--- src/rtl/seq_arith_core_if.sv ---
// Request/response bus for seq_arith_core: valid/ready request channel carrying
// opcode and operands, valid/ready response channel carrying result and flag.
interface seq_arith_core_if #(
  parameter int DWIDTH = 8
);
  logic              i_valid;
  logic              o_ready;
  logic [1:0]        i_op;
  logic [DWIDTH-1:0] i_value_a;
  logic [DWIDTH-1:0] i_value_b;
  logic              o_valid;
  logic              i_ready;
  logic [DWIDTH-1:0] o_result;
  logic              o_div_zero;

  // Requester side
  modport master (
    output i_valid, i_op, i_value_a, i_value_b, i_ready,
    input  o_ready, o_valid, o_result, o_div_zero
  );

  // Arithmetic core side
  modport slave (
    input  i_valid, i_op, i_value_a, i_value_b, i_ready,
    output o_ready, o_valid, o_result, o_div_zero
  );
endinterface

--- src/rtl/seq_arith_core.sv ---
// Sequential handshaked arithmetic responder: add/sub in one step, multiply by
// LSB-first shift-add and divide by MSB-first restoring division, one bit per
// cycle over DWIDTH cycles. All arithmetic is unsigned, truncated to DWIDTH.
module seq_arith_core #(
  parameter int DWIDTH = 8,
  parameter int CNT_W  = 4
) (
  input  logic            clk,
  input  logic            reset_n,
  seq_arith_core_if.slave bus
);

  localparam int RW = DWIDTH + 1;

  typedef enum logic [1:0] {
    IDLE = 2'd0,
    RUN  = 2'd1,
    DONE = 2'd2
  } state_t;

  typedef enum logic [1:0] {
    OP_ADD = 2'd0,
    OP_SUB = 2'd1,
    OP_MUL = 2'd2,
    OP_DIV = 2'd3
  } op_t;

  state_t            state_q, state_d;
  op_t               op_q;
  op_t               op_in;
  logic [DWIDTH-1:0] a_q;       // mul: shifted multiplicand; div: dividend in, quotient out
  logic [DWIDTH-1:0] b_q;       // mul: shifted multiplier;   div: divisor
  logic [DWIDTH-1:0] acc_q;     // mul partial product
  logic [RW-1:0]     rem_q;     // div partial remainder
  logic [CNT_W-1:0]  cnt_q;
  logic [DWIDTH-1:0] result_q;
  logic              div_zero_q;

  logic              accept;
  logic              last_iter;
  logic [DWIDTH-1:0] mul_acc_nx;
  logic [RW:0]       div_trial;
  logic              div_ge;
  logic [RW-1:0]     div_rem_nx;
  logic [DWIDTH-1:0] div_quo_nx;

  assign op_in     = op_t'(bus.i_op);
  assign accept    = bus.i_valid && (state_q == IDLE);
  assign last_iter = (cnt_q == CNT_W'(DWIDTH - 1));

  assign bus.o_result   = result_q;
  assign bus.o_div_zero = div_zero_q;

  // One shift-add / restoring-division step computed from the current registers
  always_comb begin
    mul_acc_nx = b_q[0] ? (acc_q + a_q) : acc_q;
    div_trial  = {rem_q, a_q[DWIDTH-1]};
    div_ge     = (div_trial >= {2'b00, b_q});
    div_rem_nx = RW'(div_ge ? (div_trial - {2'b00, b_q}) : div_trial);
    div_quo_nx = {a_q[DWIDTH-2:0], div_ge};
  end

  // State register
  always_ff @(posedge clk or negedge reset_n) begin
    if (!reset_n) state_q <= IDLE;
    else          state_q <= state_d;
  end

  // Next-state and handshake outputs
  always_comb begin
    state_d     = state_q;
    bus.o_ready = 1'b0;
    bus.o_valid = 1'b0;
    case (state_q)
      IDLE: begin
        bus.o_ready = 1'b1;
        if (bus.i_valid) begin
          if (op_in == OP_MUL || (op_in == OP_DIV && bus.i_value_b != '0))
            state_d = RUN;
          else
            state_d = DONE;
        end
      end
      RUN: begin
        if (last_iter) state_d = DONE;
      end
      DONE: begin
        bus.o_valid = 1'b1;
        if (bus.i_ready) state_d = IDLE;
      end
      default: state_d = IDLE;
    endcase
  end

  // Operand capture, iterative datapath and held result
  always_ff @(posedge clk or negedge reset_n) begin
    if (!reset_n) begin
      op_q       <= OP_ADD;
      a_q        <= '0;
      b_q        <= '0;
      acc_q      <= '0;
      rem_q      <= '0;
      cnt_q      <= '0;
      result_q   <= '0;
      div_zero_q <= 1'b0;
    end else begin
      case (state_q)
        IDLE: begin
          if (accept) begin
            op_q       <= op_in;
            a_q        <= bus.i_value_a;
            b_q        <= bus.i_value_b;
            acc_q      <= '0;
            rem_q      <= '0;
            cnt_q      <= '0;
            div_zero_q <= 1'b0;
            case (op_in)
              OP_ADD: result_q <= bus.i_value_a + bus.i_value_b;
              OP_SUB: result_q <= bus.i_value_a - bus.i_value_b;
              OP_DIV: begin
                if (bus.i_value_b == '0) begin
                  result_q   <= '1;
                  div_zero_q <= 1'b1;
                end
              end
              default: ;
            endcase
          end
        end
        RUN: begin
          cnt_q <= cnt_q + 1'b1;
          if (op_q == OP_MUL) begin
            acc_q <= mul_acc_nx;
            a_q   <= a_q << 1;
            b_q   <= b_q >> 1;
            if (last_iter) result_q <= mul_acc_nx;
          end else begin
            rem_q <= div_rem_nx;
            a_q   <= div_quo_nx;
            if (last_iter) result_q <= div_quo_nx;
          end
        end
        default: ;
      endcase
    end
  end

endmodule

--- src/flat_wrapper.sv ---
// flat-port wrapper written by rule: the top's interface ports become plain ports
module seq_arith_core_flat 
#(
  parameter int DWIDTH = 8,
  parameter int CNT_W  = 4
)
  (clk, reset_n, bus_i_valid, bus_i_op, bus_i_value_a, bus_i_value_b, bus_i_ready, bus_o_ready, bus_o_valid, bus_o_result, bus_o_div_zero);
  seq_arith_core_if #(.DWIDTH(DWIDTH)) bus_i ();
  input  logic clk;
  input  logic reset_n;
  input wire logic [$bits(bus_i.i_valid)-1:0] bus_i_valid;
  input wire logic [$bits(bus_i.i_op)-1:0] bus_i_op;
  input wire logic [$bits(bus_i.i_value_a)-1:0] bus_i_value_a;
  input wire logic [$bits(bus_i.i_value_b)-1:0] bus_i_value_b;
  input wire logic [$bits(bus_i.i_ready)-1:0] bus_i_ready;
  output wire logic [$bits(bus_i.o_ready)-1:0] bus_o_ready;
  output wire logic [$bits(bus_i.o_valid)-1:0] bus_o_valid;
  output wire logic [$bits(bus_i.o_result)-1:0] bus_o_result;
  output wire logic [$bits(bus_i.o_div_zero)-1:0] bus_o_div_zero;
  assign bus_i.i_valid = bus_i_valid;
  assign bus_i.i_op = bus_i_op;
  assign bus_i.i_value_a = bus_i_value_a;
  assign bus_i.i_value_b = bus_i_value_b;
  assign bus_i.i_ready = bus_i_ready;
  assign bus_o_ready = bus_i.o_ready;
  assign bus_o_valid = bus_i.o_valid;
  assign bus_o_result = bus_i.o_result;
  assign bus_o_div_zero = bus_i.o_div_zero;
  seq_arith_core #(.DWIDTH(DWIDTH), .CNT_W(CNT_W)) u_core (.clk(clk), .reset_n(reset_n), .bus(bus_i));
endmodule
--- config.mk ---
export PLATFORM = sky130hd
export DESIGN_NAME = seq_arith_core_flat
export DESIGN_NICKNAME = d
export VERILOG_FILES = /design/src/rtl/seq_arith_core_if.sv /design/src/rtl/seq_arith_core.sv /design/src/flat_wrapper.sv
export SDC_FILE = /design/constraint.sdc
export NUM_CORES = 1
export LEC_CHECK = 0
export CORE_UTILIZATION = 50
export DETAILED_ROUTE_END_ITERATION = 10
export PLACE_DENSITY_LB_ADDON = 0.3
export SYNTH_ARGS = -nofsm -noshare
export SYNTH_HDL_FRONTEND = slang
export SYNTH_SLANG_ARGS = --single-unit
--- constraint.sdc ---
create_clock -name clk -period 2.2 [get_ports clk]
set_input_delay 0.66 -clock clk [delete_from_list [all_inputs] [get_ports clk]]
set_output_delay 0.66 -clock clk [all_outputs]
set_load 0.005 [all_outputs]
Word level (Yosys, flattened, before mapping)
Index checks and enable logic that the tools add are counted.
{"block": "op_classes", "reduce_logical": 14, "muxes": 32, "addsub": 5, "order_cmp": 1, "eq_ne": 15}
{"operator": "8-bit two-way mux", "count": 11}
{"operator": "8-bit one-hot mux with 2 select lines", "count": 4}
{"operator": "9-bit two-way mux", "count": 3}
{"operator": "8-bit one-hot mux with 3 select lines", "count": 1}
{"operator": "9-bit one-hot mux with 2 select lines", "count": 1}
{"operator": "8-bit adder", "count": 2}
{"operator": "10-bit by 8-bit greater-or-equal comparator with 1-bit output", "count": 1}
{"operator": "3-bit AND reduction", "count": 3}
{"operator": "9-bit by 8-bit subtractor with 9-bit output", "count": 1}
{"operator": "2-bit == test (second input constant)", "count": 4}
{"operator": "8-bit logical NOT", "count": 1}
{"operator": "2-bit two-way mux", "count": 4}
{"operator": "4-bit one-hot mux with 2 select lines", "count": 1}
{"operator": "8-bit nonzero test", "count": 1}
{"operator": "8-bit subtractor", "count": 1}
{"operator": "2-bit by 1-bit != test with 1-bit output (second input constant)", "count": 3}
{"operator": "2-bit != test (second input constant)", "count": 3}
{"operator": "2-bit one-hot mux with 3 select lines", "count": 1}
{"operator": "1-bit two-way mux", "count": 5}
{"operator": "5-bit AND reduction", "count": 1}
{"operator": "4-bit by 1-bit adder with 4-bit output (second input constant)", "count": 1}
{"operator": "2-bit by 1-bit == test with 1-bit output (second input constant)", "count": 2}
{"operator": "4-bit by 3-bit == test with 1-bit output (second input constant)", "count": 1}
{"operator": "2-bit logical NOT", "count": 2}
{"operator": "7 further kinds", "count": 9}
{"block": "word_totals", "out_inout_bits": 11, "in_bits": 22, "register_bits": 50}

Longest topological paths before layout
{"block": "depth", "word_depth": 6, "mapped_depth": 11}

Worst setup path before layout
No wires, ideal clock.
{"block": "synth_timing", "path_type": "input to register", "startpoint": "input port bus_i_op[0]", "endpoint": "register u_core.result_q[6], in the netlist u_core.bus.o_result[6]", "arrival_ns": 2.633, "required_time_ns": 2.073, "path_stages": 10, "n_path_buf": 1, "path_slack_ns": -0.560, "path_cell_list": "nor2b_1 -> clkbuf_1 -> mux2i_1 -> fa_1 -> a21o_1 -> a31o_2 -> a2111oi_0 -> a41oi_1 -> a21oi_1 -> a31oi_1"}
{"block": "synth_between", "elab_chain_len": 4, "word_cells_on_any_way": 9}
{"item": "from (decl)", "line": "flat_wrapper.sv:12", "rtl": "input wire logic [$bits(bus_i.i_op)-1:0] bus_i_op;"}
{"item": "2-bit == test, or another cell as far along", "line": "seq_arith_core.sv:117", "rtl": "case (op_in)"}
{"item": "8-bit one-hot mux with 3 select lines", "line": "seq_arith_core.sv:117"}
{"item": "8-bit two-way mux", "line": "seq_arith_core.sv:109", "rtl": "if (accept) begin"}
{"item": "8-bit one-hot mux with 2 select lines", "line": "seq_arith_core.sv:107", "rtl": "case (state_q)"}
{"item": "to (signal assigned)", "line": "seq_arith_core.sv:118", "rtl": "OP_ADD: result_q <= bus.i_value_a + bus.i_value_b;"}
{"item": "to (signal assigned)", "line": "seq_arith_core.sv:119", "rtl": "OP_SUB: result_q <= bus.i_value_a - bus.i_value_b;"}
{"item": "to (signal assigned)", "line": "seq_arith_core.sv:136", "rtl": "if (last_iter) result_q <= mul_acc_nx;"}
{"item": "to (decl)", "line": "seq_arith_core.sv:36", "rtl": "logic [DWIDTH-1:0] result_q;"}
Several ways; a longest one is shown, not always the timed one. The select of a mux whose other input is x is not followed.
A chain may end at the register's enable or synchronous reset.

Worst setup path in the final report
Same ends and word-level chain as after synthesis.

==> results.cfg <==
[outcome]
status = finished, violations left
violations = negative setup slack

[routing]
drc = 0
antenna_left = 0
firstDrtPassIters = 4
vias = 3622
drt-total-wl_um = 11000
routedWlPerCell_um = 18.1
vias_per_cell = 5.98
initialDrtViolationCount = 233

[power]
clockPowerShare_pct = 12.2
p_sw_share_pct = 43.3
ir_drop_v = 0.000592
total_power_mw = 6.52
power_density_nw_per_um2 = 1310
intPower_mw = 3.69
pwr-share-comb_pct = 61.6
p_seq_share_pct = 26.2
p_sw_mw = 2.82
power_leakage_nw = 2.29

[global_routing]
grt_overflow_total = 0
grt_pass1_vias = 3647
grt_pass1_wl_um = 17700
grtUsageTotal_pct = 30.9
grt_max_degree = 51
grt_antenna_before_repair = 0

[sta]
finalMaxSlewViolations = 0
worst_pin_slew_ns = 0.436
relSlewSlack_pct = 70.9
period_share_pct = 111
setup_ws_ns = -0.253
clock_skew_ns = 0.00494
setup_viol = 6
timing.fmax_mhz = 408
hold_viol = 0
fin_crit_ns = 2.45
rsz0062_at_grt = true

[cts]
cts.sinks = 50
cts_root_buf = clkbuf_8
clk_latency_ns = 0.31
clk_pin_slew_ns = 0.10
ctsHoldBuffers = 0
cts_max_level = 2
clockBufferDepth = 2
cts_buffers = 5
cts_tree = done

[synth]
synth_fp_nets = 453
synth-async-reset-ratio_pct = 100
synth_ff_type = dfrtp_1
ys_seq_elements = 50
synth_cells = 404
syn_area_per_cell_um2 = 8.78
synth_enable_flop_cells = 0
ys_types = 56
yosys_warnings = 0
netlist_area_um2 = 3550
ys_seq_area_share_pct = 35.3

[worst_setup_path]
crit_fanout = 6
ff2ff_path_depth = 9
r2r_slack_ns = 0
worstPathArrival_ns = 2.64
reg2reg_to = u_core.rem_q[5]$_DFFE_PN0P_
crit_chain = buf_6, nor2b_4, buf_6, mux2i_4, fa_2, a21o_1, a31o_4, a2111oi_4, a41oi_1, a21oi_1, a31oi_1
setup.worst_path.start_class = primary input
crit_top_cell = buf_6
crit_family = compound AO/OA/AOI/OAI gates
cp.buffers_inverters = 2
cp_slowest_cell = fa_2
critical_path_class = primary input to flip-flop
critical_path_required_ns = 2.39
rr_startpoint = u_core.a_q[7]$_DFFE_PN0P_
cp_slowest_stage_delay_ns = 0.34
critPathCaptureType = flip-flop

[layout]
diodes = 0
final_layout_size_suffix_gt1_share_pct = 30.4
area_growth_pct = 40.5
nNetsFinal = 558
utilization_pct = 73.0

[floorplan]
rows = 30
dieArea_um2 = 7440
start_util_pct = 51.9
die_h_um = 86.2
core_region_area_um2 = 6830
ios = 33
die_w_um = 86.2

[run]
cap_violations = 0

[min_path]
hp-class = primary input to async pin

[placed_design]
numPortBuffers = 32
post-place-ws_ns = -0.998
gp_congestion = 0.887
hpwlAfterDp_um = 7480
==> cell families (layout without fill, tap and decap cells) <==
family | count (synthesis) | count (layout) | share of synthesized area [%]
buf+inv | 35 | 141 | 4.27
simple gates | 133 | 133 | 18.2
xor+xnor | 20 | 20 | 4.94
compound gates | 130 | 130 | 24.6
mux | 9 | 9 | 2.57
flops | 50 | 50 | 35.3
fa+ha+maj | 27 | 27 | 10.2
==> metrics by stage <==
step / hold WS (ns) / instances / cell area (um^2) / TNS, ns
final: 0.318 / 606 / 4990 / -0.920
after global routing: 0.328 / 606 / 4990 / -1.50
after CTS: 0.334 / 605 / 4860 / -0.690
after detailed placement: 0.480 / 580 / 4450 / -9.20
after global placement: 0.474 / 580 / 4450 / -7.62
after floorplan: 0.364 / 404 / 3580 / -1.21
==> final cells by class <==
type | count | area [um^2]
multi-input cells | 319 | 2420
fillers | 486 | 1850
flip-flops and latches | 50 | 1250
repair buffers | 115 | 988
well taps | 96 | 120
clock buffers | 5 | 68.8
clock inverters | 3 | 68.8
inverters | 18 | 67.6
==> worst register-to-register path, stage by stage, from the launching register on <==
cell and delay [ns]:
dfrtp_1 0.39, inv_2 0.07, ha_4 0.17, fa_2 0.40, nor2b_2 0.14, o21ai_2 0.08, a31oi_2 0.25, nor4_4 0.07
or4_1 0.50, nand2_1 0.07
==> state kept, by name, indices dropped and copies added (netlist names) <==
| name | count |
|---|---|
| u_core.rem_q | 9 |
| u_core.a_q | 8 |
| u_core.acc_q | 8 |
| u_core.b_q | 8 |
| u_core.bus.o_result | 8 |
| u_core.cnt_q | 4 |
| u_core.op_q | 2 |
| u_core.state_q | 2 |
| u_core.bus.o_div_zero | 1 |
==> metal layers <==
layer,routed length (um),track usage (%)
met1,4530,40.1
met5,0,0
met3,625,5.14
met2,5380,51.2
met4,416,13.0
==> power by group through the flow <==
stage | sequential [mW] | clock [mW] | combinational (mW)
finish | 1.71 | 0.795 | 4.01
global route | 1.75 | 0.847 | 4.38
CTS | 1.68 | 0.797 | 3.75
detailed placement | 1.69 | 0 | 3.61
global placement | 1.67 | 0 | 3.47
floorplan | 1.59 | 0 | 2.35
==> timing repair <==
item                                    4_1_cts  5_1_grt
pin swaps                                    33       22
endpoints found under the setup margin       16       21
buffers inserted                             18        3
resized for setup                            74       33
==> worst max-delay path by stage <==
stage	startpoint	cells past startpoint	slack, ns	to
floorplan	bus_i_op[0]	10	-0.41	u_core.bus.o_result[6]$_DFFE_PN0P_
global placement	bus_i_op[1]	11	-0.91	u_core.bus.o_result[6]$_DFFE_PN0P_
detailed placement	bus_i_value_b[1]	11	-1.0	u_core.bus.o_result[6]$_DFFE_PN0P_
CTS	bus_i_value_b[0]	11	-0.20	u_core.bus.o_result[6]$_DFFE_PN0P_
global route	bus_i_value_b[0]	11	-0.34	u_core.bus.o_result[6]$_DFFE_PN0P_
finish	bus_i_op[0]	11	-0.25	u_core.bus.o_result[6]$_DFFE_PN0P_
==> Yosys cell counts (10+ instances only) <==
cell type   n  area (um^2)
clkbuf_1   10         37.5
a21oi_1    28          140
nor2b_1    17          106
ha_1       24          300
nor2_1     29          109
nand2_1    48          180
inv_1      18         67.6
a31oi_1    17          106
dfrtp_1    50         1250
xnor2_1    15          131
o21ai_0    22          110
==> cell usage in the layout, fill, tap and decap left out, types with 4 or more instances in the layout <==
master,Yosys,routed
a21o_1,8,8
a21oi_1,28,23
a21oi_2,0,5
a22oi_1,7,7
a31oi_1,17,15
a41oi_1,4,4
buf_4,2,74
buf_6,1,12
clkbuf_8,0,5
clkdlybuf4s50_1,0,21
dfrtp_1,50,49
ha_1,24,17
ha_2,0,4
inv_1,18,13
inv_2,0,5
mux2i_1,8,6
nand2_1,48,48
nand2b_1,6,6
nand3_1,6,6
nand4_1,4,4
nor2_1,29,26
nor2_2,2,4
nor2b_1,17,13
nor3_1,8,5
o21ai_0,22,16
o21ai_1,4,10
o21bai_1,4,4
xnor2_1,15,11
xnor2_2,0,4
xor2_1,5,5
Note: power is estimated with default switching activity, not from simulation.
==> edit 1: new RTL, same settings <==
`CNT_W` is set to 4 in 2 places; all go to 5.
--- a/src/rtl/seq_arith_core.sv
+++ b/src/rtl/seq_arith_core.sv
@@ -4,5 +4,5 @@
 module seq_arith_core #(
   parameter int DWIDTH = 8,
-  parameter int CNT_W  = 4
+  parameter int CNT_W  = 5
 ) (
   input  logic            clk,
--- a/src/flat_wrapper.sv
+++ b/src/flat_wrapper.sv
@@ -3,5 +3,5 @@
 #(
   parameter int DWIDTH = 8,
-  parameter int CNT_W  = 4
+  parameter int CNT_W  = 5
 )
   (clk, reset_n, bus_i_valid, bus_i_op, bus_i_value_a, bus_i_value_b, bus_i_ready, bus_o_ready, bus_o_valid, bus_o_result, bus_o_div_zero);
Behaviour: no difference found for any inputs over 4 cycles, from zero or initial values and one cycle with reset_n low; that may be too few to reach the edited logic, so the function may still have changed.
==> edit 1 against the original RTL <==
The flow still finishes with violations (setup timing); area after synthesis rose by 2.2%; total power up 3.6%; worst setup slack got worse by 150 ps; final area increased by 5.4%; critical path type unchanged; sequential cell count rose by 1; clock power is 27% lower; highest routed layer unchanged; sequential share of layout area fell by 0.78 points; routed wire length increased by 4.9%.
==> edit 1: results (changes against the original RTL) <==
| Metric | Value |
|---|---|
| Max clock buf depth | 2 (unchanged) |
| Via/cell ratio | 5.97 (-0.16%) |
| Routed vias | 3849 (+6.3%) |
| Clk_lat worst skew | 310 ps (about the same) |
| First-pass GRT wire length | 17.3 mm (-2.0%) |
| Synth top cells by count | dfrtp_1, nand2_1, nor2_1, o21ai_0, a21oi_1 |
| DRT iter0 DRCs | 286 (+23%) |
| Count of input and output buffers | 32 (unchanged) |
| Vias in the first global route | 3667 (+0.55%) |
| Sequential share of the synthesized area | 35.2% (-0.076 points) |
| H-Tree Depth | 2 (unchanged) |
| Post-DP HPWL | 7.97 mm (+6.5%) |
| R2r endpoint | u_core.bus.o_result[6] |
| Root Driver | clkbuf_8 |
| Cts bufs inserted | 5 (unchanged) |
| Drt wl/cell | 17.8 µm (-1.4%) |
| Worst Path Max Fanout | 3 (-3) |
| Syn Nets | 469 (+3.5%) |
| Global Route Usage Sum | 29.8% (-1.1 points) |
| Biggest register | u_core.rem_q |
| Number of flip-flops in the largest register | 9 (unchanged) |
| Nets | 597 (+7.0%) |
| Top cells by area, synth | dfrtp_1, ha_1, nand2_1, o21ai_0, a21oi_1 |
| Placed Area | 4710 µm² (+6.0%) |
| Layout cells sized above 1 | 34.4% (+4.0 points) |
| Placed insts | 620 (+6.9%) |
| Cells on worst reg2reg path | 8 (-1) |
| Final setup viols | 10 (+4) |
| Synth cell types | 60 (+7.1%) |
| Largest net degree at the start of global routing | 23 (-55%) |
| Peak supply drop | 0.619 mV (+4.5%) |
| Final Skew | 12.7 ps (+7.71 ps) |
| RePlAce Congestion | 0.956 (+7.8%) |
| Synth async-reset ratio | 100% (unchanged) |
| WP data arrival | 2790 ps (+150 ps) |
| Initial antenna violation count | 0 (unchanged) |
| ANT cells | 0 (unchanged) |
| Worst Tran Pin Value | 961 ps (+525 ps) |
| Hold Path Class | in -> async |
| Clock transition at the registers of the reported paths | between 100 and 150 ps |
| Status | finished with violations |
| Leakage power | 0.00245 µW (+7.3%) |
| Synth Instances | 420 (+4.0%) |
| YS warnings | 0 (unchanged) |
| Failing checks | setup timing |
| R2r startpoint | u_core.a_q[0] |
| Setup ws final | -398 ps (-145 ps) |
| Drt pass-1 iters | 6 (+2) |
| Setup TNS | -1510 ps (-594 ps) |
| Reg-to-reg slack, setup | -260 ps (-260 ps) |
## edit 1: cell count changes after synthesis, sizes merged, moves of 4 or more
cell | before | now
a41oi | 4 | 0
o21ai | 27 | 33
nor2b | 17 | 12
nor2 | 31 | 36
inv | 18 | 25
nand3 | 6 | 11
## edit 1: worst max-delay path by stage
| stage | from | end | cells past startpoint |
|---|---|---|---|
| floorplan | bus_i_op[0] | u_core.bus.o_result[7] | 10 |
| global placement | bus_i_value_b[0] | u_core.bus.o_result[7] | 11 |
| detailed placement | bus_i_value_b[0] | u_core.bus.o_result[7] | 11 |
| CTS | bus_i_op[1] | u_core.bus.o_result[7] | 11 |
| global route | bus_i_value_b[1] | u_core.bus.o_result[7] | 11 |
| finish | bus_i_value_b[1] | u_core.bus.o_result[7] | 11 |
## edit 1: logic make-up (layout without fill, tap and decap cells)
group                    after synthesis  in the layout  share of synthesized area (%)
adder cells (fa/ha/maj)               27             27                           9.93
AO/OA/AOI/OAI                        132            132                           23.8
XOR/XNOR                              22             22                           5.31
multiplexers                           9              9                           2.55
AND/OR/NAND/NOR                      136            136                           18.3
buffers and inverters                 43            172                           4.90
flip-flops                            51             51                           35.2
## edit 1: worst max-delay path, cell delays in order
cell	delay, ps
buf_6	100
buf_6	110
nor3_4	300
a21oi_4	100
xnor2_1	140
ha_2	180
or4_4	540
o22ai_4	140
xnor2_1	130
a21oi_1	90
o32a_1	300
## edit 1: report_power, final
part           total, µW  switching [µW]  leakage, µW  internal, µW
clock network        584             352    0.0000489           231
registers           1670             346     0.000636          1320
logic               4500            2260      0.00177          2250
total               6760            2960      0.00245          3800
## edit 1: through the flow
step | setup WS [ps] | hold WS, ps | util (%)
after floorplan | -369 | 364 | -
after global placement | -936 | 489 | 68.2
after detailed placement | -1020 | 491 | 68.2
after CTS | -275 | 244 | 72.5
after global routing | -441 | 250 | 76.1
final | -398 | 238 | 76.1
## edit 1: cell type report
| type | count | area (µm²) |
|---|---|---|
| flip-flops and latches | 51 | 1280 |
| repair buffers | 139 | 1190 |
| inverters | 25 | 93.8 |
| well taps | 96 | 120 |
| clock buffers | 5 | 68.8 |
| fillers | 454 | 1650 |
| multi-input cells | 326 | 2480 |
| clock inverters | 3 | 22.5 |
## edit 1: metal layers
layer  share of wire, %  global-route usage (%)  up-vias  routed length [µm]
met1                 42                    40.0     1845                4770
met2                 49                    49.8      183                5640
li1                   -                       -     1785                   -
met4                3.0                    10.7        0                 341
met5                  0                       0        -                   0
met3                6.4                    3.51       36                 738
## edit 1: timing repair
| action | 4_1_cts | 5_1_grt |
|---|---|---|
| endpoints found under the setup margin | 21 | 26 |
| buffers inserted | 10 | 6 |
| gates cloned | 0 | 1 |
| pin swaps | 37 | 24 |
| gates resized for setup | 68 | 46 |
| endpoints found under the hold margin | 0 | 0 |
==> edit 2: new RTL, config.mk and constraints unchanged <==
Without the edit above. Encoding of `state_t`: now one-hot (3 bits for 3 states).
--- a/src/rtl/seq_arith_core.sv
+++ b/src/rtl/seq_arith_core.sv
@@ -13,8 +13,8 @@
   localparam int RW = DWIDTH + 1;
 
-  typedef enum logic [1:0] {
-    IDLE = 2'd0,
-    RUN  = 2'd1,
-    DONE = 2'd2
+  typedef enum logic [2:0] {
+    IDLE = 3'b001,
+    RUN  = 3'b010,
+    DONE = 3'b100
   } state_t;
 
Behaviour: same outputs for any inputs over 4 cycles, from zero or initial values and one cycle with reset_n low; so few cycles prove little.
==> edit 2 against the original RTL <==
The run still ends with setup timing left; largest power group unchanged; sequential share of layout area up 1.6 points; combinational power decreased by 28%; routed wire length fell by 6.0%; clock power is 23% lower; critical endpoint is now u_core.bus.o_result[7]; total power is 24% lower; sequential cell count increased by 1; final area down 3.8%; global-route usage decreased by 3.4 points; via count is 3.1% lower; worst setup slack worse by 150 ps; utilization decreased by 3.2 points; final cell count decreased by 1.3%; area after synthesis is 1.8% higher; sequential power fell by 12%.
==> edit 2: results (changes against the original RTL) <==
| Metric | Value |
|---|---|
| Status | finished with violations |
| Failing checks | setup timing |
| Final Skew | 6.64 ps (+1.70 ps) |
| Top cells by area, synth | dfrtp_1, ha_1, nand2_1, a21oi_1, nor2_1 |
| Global Route Usage Sum | 27.5% (-3.4 points) |
| Placed Area | 4430 µm² (-0.39%) |
| YS warnings | 0 (unchanged) |
| Synth top cells by count | nand2_1, dfrtp_1, nor2_1, a21oi_1, o21ai_0 |
| Compound-Gate Fraction of Synth Area | 22.3% (-2.3 points) |
| Vias in the first global route | 3392 (-7.0%) |
| Leakage power | 0.00219 µW (-4.2%) |
| Nets | 550 (-1.4%) |
| Setup ws final | -401 ps (-148 ps) |
| Worst Tran Pin Value | 558 ps (+121 ps) |
| Sequential share of the synthesized area | 35.4% (+0.12 points) |
| Initial antenna violation count | 0 (unchanged) |
| Synth async-reset ratio | 100% (unchanged) |
| Multi-input logic area | 2380 µm² (-1.5%) |
| Biggest register | u_core.rem_q |
| Max incr delay on CP | 420 ps (+80 ps) |
| Fill count | 500 (+2.9%) |
| Multiplexer area fraction after synthesis | 3.95% (+1.4 points) |
| Cts bufs inserted | 5 (unchanged) |
| Largest family of logic cells by synthesized area | compound AO/OA/AOI/OAI gates |
| Post-DP HPWL | 7.28 mm (-2.7%) |
| Largest net degree at the start of global routing | 30 (-41%) |
| Cells on worst reg2reg path | 8 (-1) |
| DRT iter0 DRCs | 397 (+70%) |
| Final setup viols | 5 (-1) |
| Peak supply drop | 0.515 mV (-13%) |
| DRT Wirelength | 10.3 mm (-6.0%) |
| Setup TNS | -1080 ps (-159 ps) |
| Layout cells sized above 1 | 25.5% (-4.9 points) |
| Max clock buf depth | 2 (unchanged) |
| Adder-cell share of the synthesized area | 9.98% (-0.18 points) |
| Placed insts | 579 (-0.17%) |
| First-pass GRT wire length | 16.2 mm (-8.5%) |
| ANT cells | 0 (unchanged) |
| Number of flip-flops in the largest register | 9 (unchanged) |
| WP data arrival | 2800 ps (+160 ps) |
| Synth Instances | 415 (+2.7%) |
| Xor/xnor share of the synthesized area | 5.58% (+0.64 points) |
| H-Tree Depth | 2 (unchanged) |
| RePlAce Congestion | 0.879 (-0.82%) |
| DP Worst Slack | -1130 ps (-135 ps) |
| Syn Nets | 464 (+2.4%) |
| Drt pass-1 iters | 5 (+1) |
| CP max stage cell | or4_4 |
| Count of input and output buffers | 32 (unchanged) |
| Routed vias | 3510 (-3.1%) |
| Worst Path Max Fanout | 3 (-3) |
| Drt wl/cell | 17.2 µm (-4.7%) |
| Clock transition at the registers of the reported paths | 100 ps (about the same) |
| Synth cell types | 62 (+11%) |
[edit 2: cell types whose count changed after synthesis, moves of 3 or more]
cell and delta:
nand2_1 +13, a31oi_1 -7, o21a_1 +3, nand2b_1 -5, nor2_1 +8, xor2_1 +4
o21ai_0 +5, o211ai_1 +3, mux2i_1 +4, nor2b_1 -11, o21ai_1 -3, a22oi_1 -7
[edit 2: final cells by class]
cell class	count	area share, %
multi-input cells	327	49.7
flip-flops and latches	51	26.7
repair buffers	96	17.3
well taps	96	2.51
clock buffers	7	2.01
inverters	20	1.62
clock inverters	1	0.157
[edit 2: final timing paths]
check                                  startpoint                     end  slack, ps
max                              bus_i_value_b[0]  u_core.bus.o_result[7]       -400
min                                       reset_n         u_core.acc_q[4]        320
max reg2reg                       u_core.acc_q[0]  u_core.bus.o_result[6]       -110
min reg2reg                u_core.bus.o_result[2]  u_core.bus.o_result[2]        490
max in group asynchronous                 reset_n           u_core.b_q[4]       1310
min in group clk           u_core.bus.o_result[2]  u_core.bus.o_result[2]        490
[edit 2: power by group]
part | switching, µW | leakage (µW) | internal (µW) | total, µW
combinational | 1500 | 0.00149 | 1360 | 2870
clock | 323 | 0.0000505 | 287 | 610
sequential | 258 | 0.000648 | 1240 | 1500
total | 2080 | 0.00219 | 2890 | 4970
[edit 2: layer usage]
| metal | wire (µm) | share of wire (%) | track usage, % |
|---|---|---|---|
| met4 | 355 | 3.4 | 8.64 |
| met3 | 521 | 5.1 | 4.45 |
| met2 | 4930 | 48 | 46.6 |
| met1 | 4490 | 44 | 36.0 |
| met5 | 0 | 0 | 0 |
[edit 2: repair_timing]
action | 4_1_cts | 5_1_grt
buffers inserted | 12 | 1
endpoints found under the setup margin | 16 | 18
gates resized for setup | 64 | 22
pin swaps | 30 | 23
hold buffers | 0 | 0
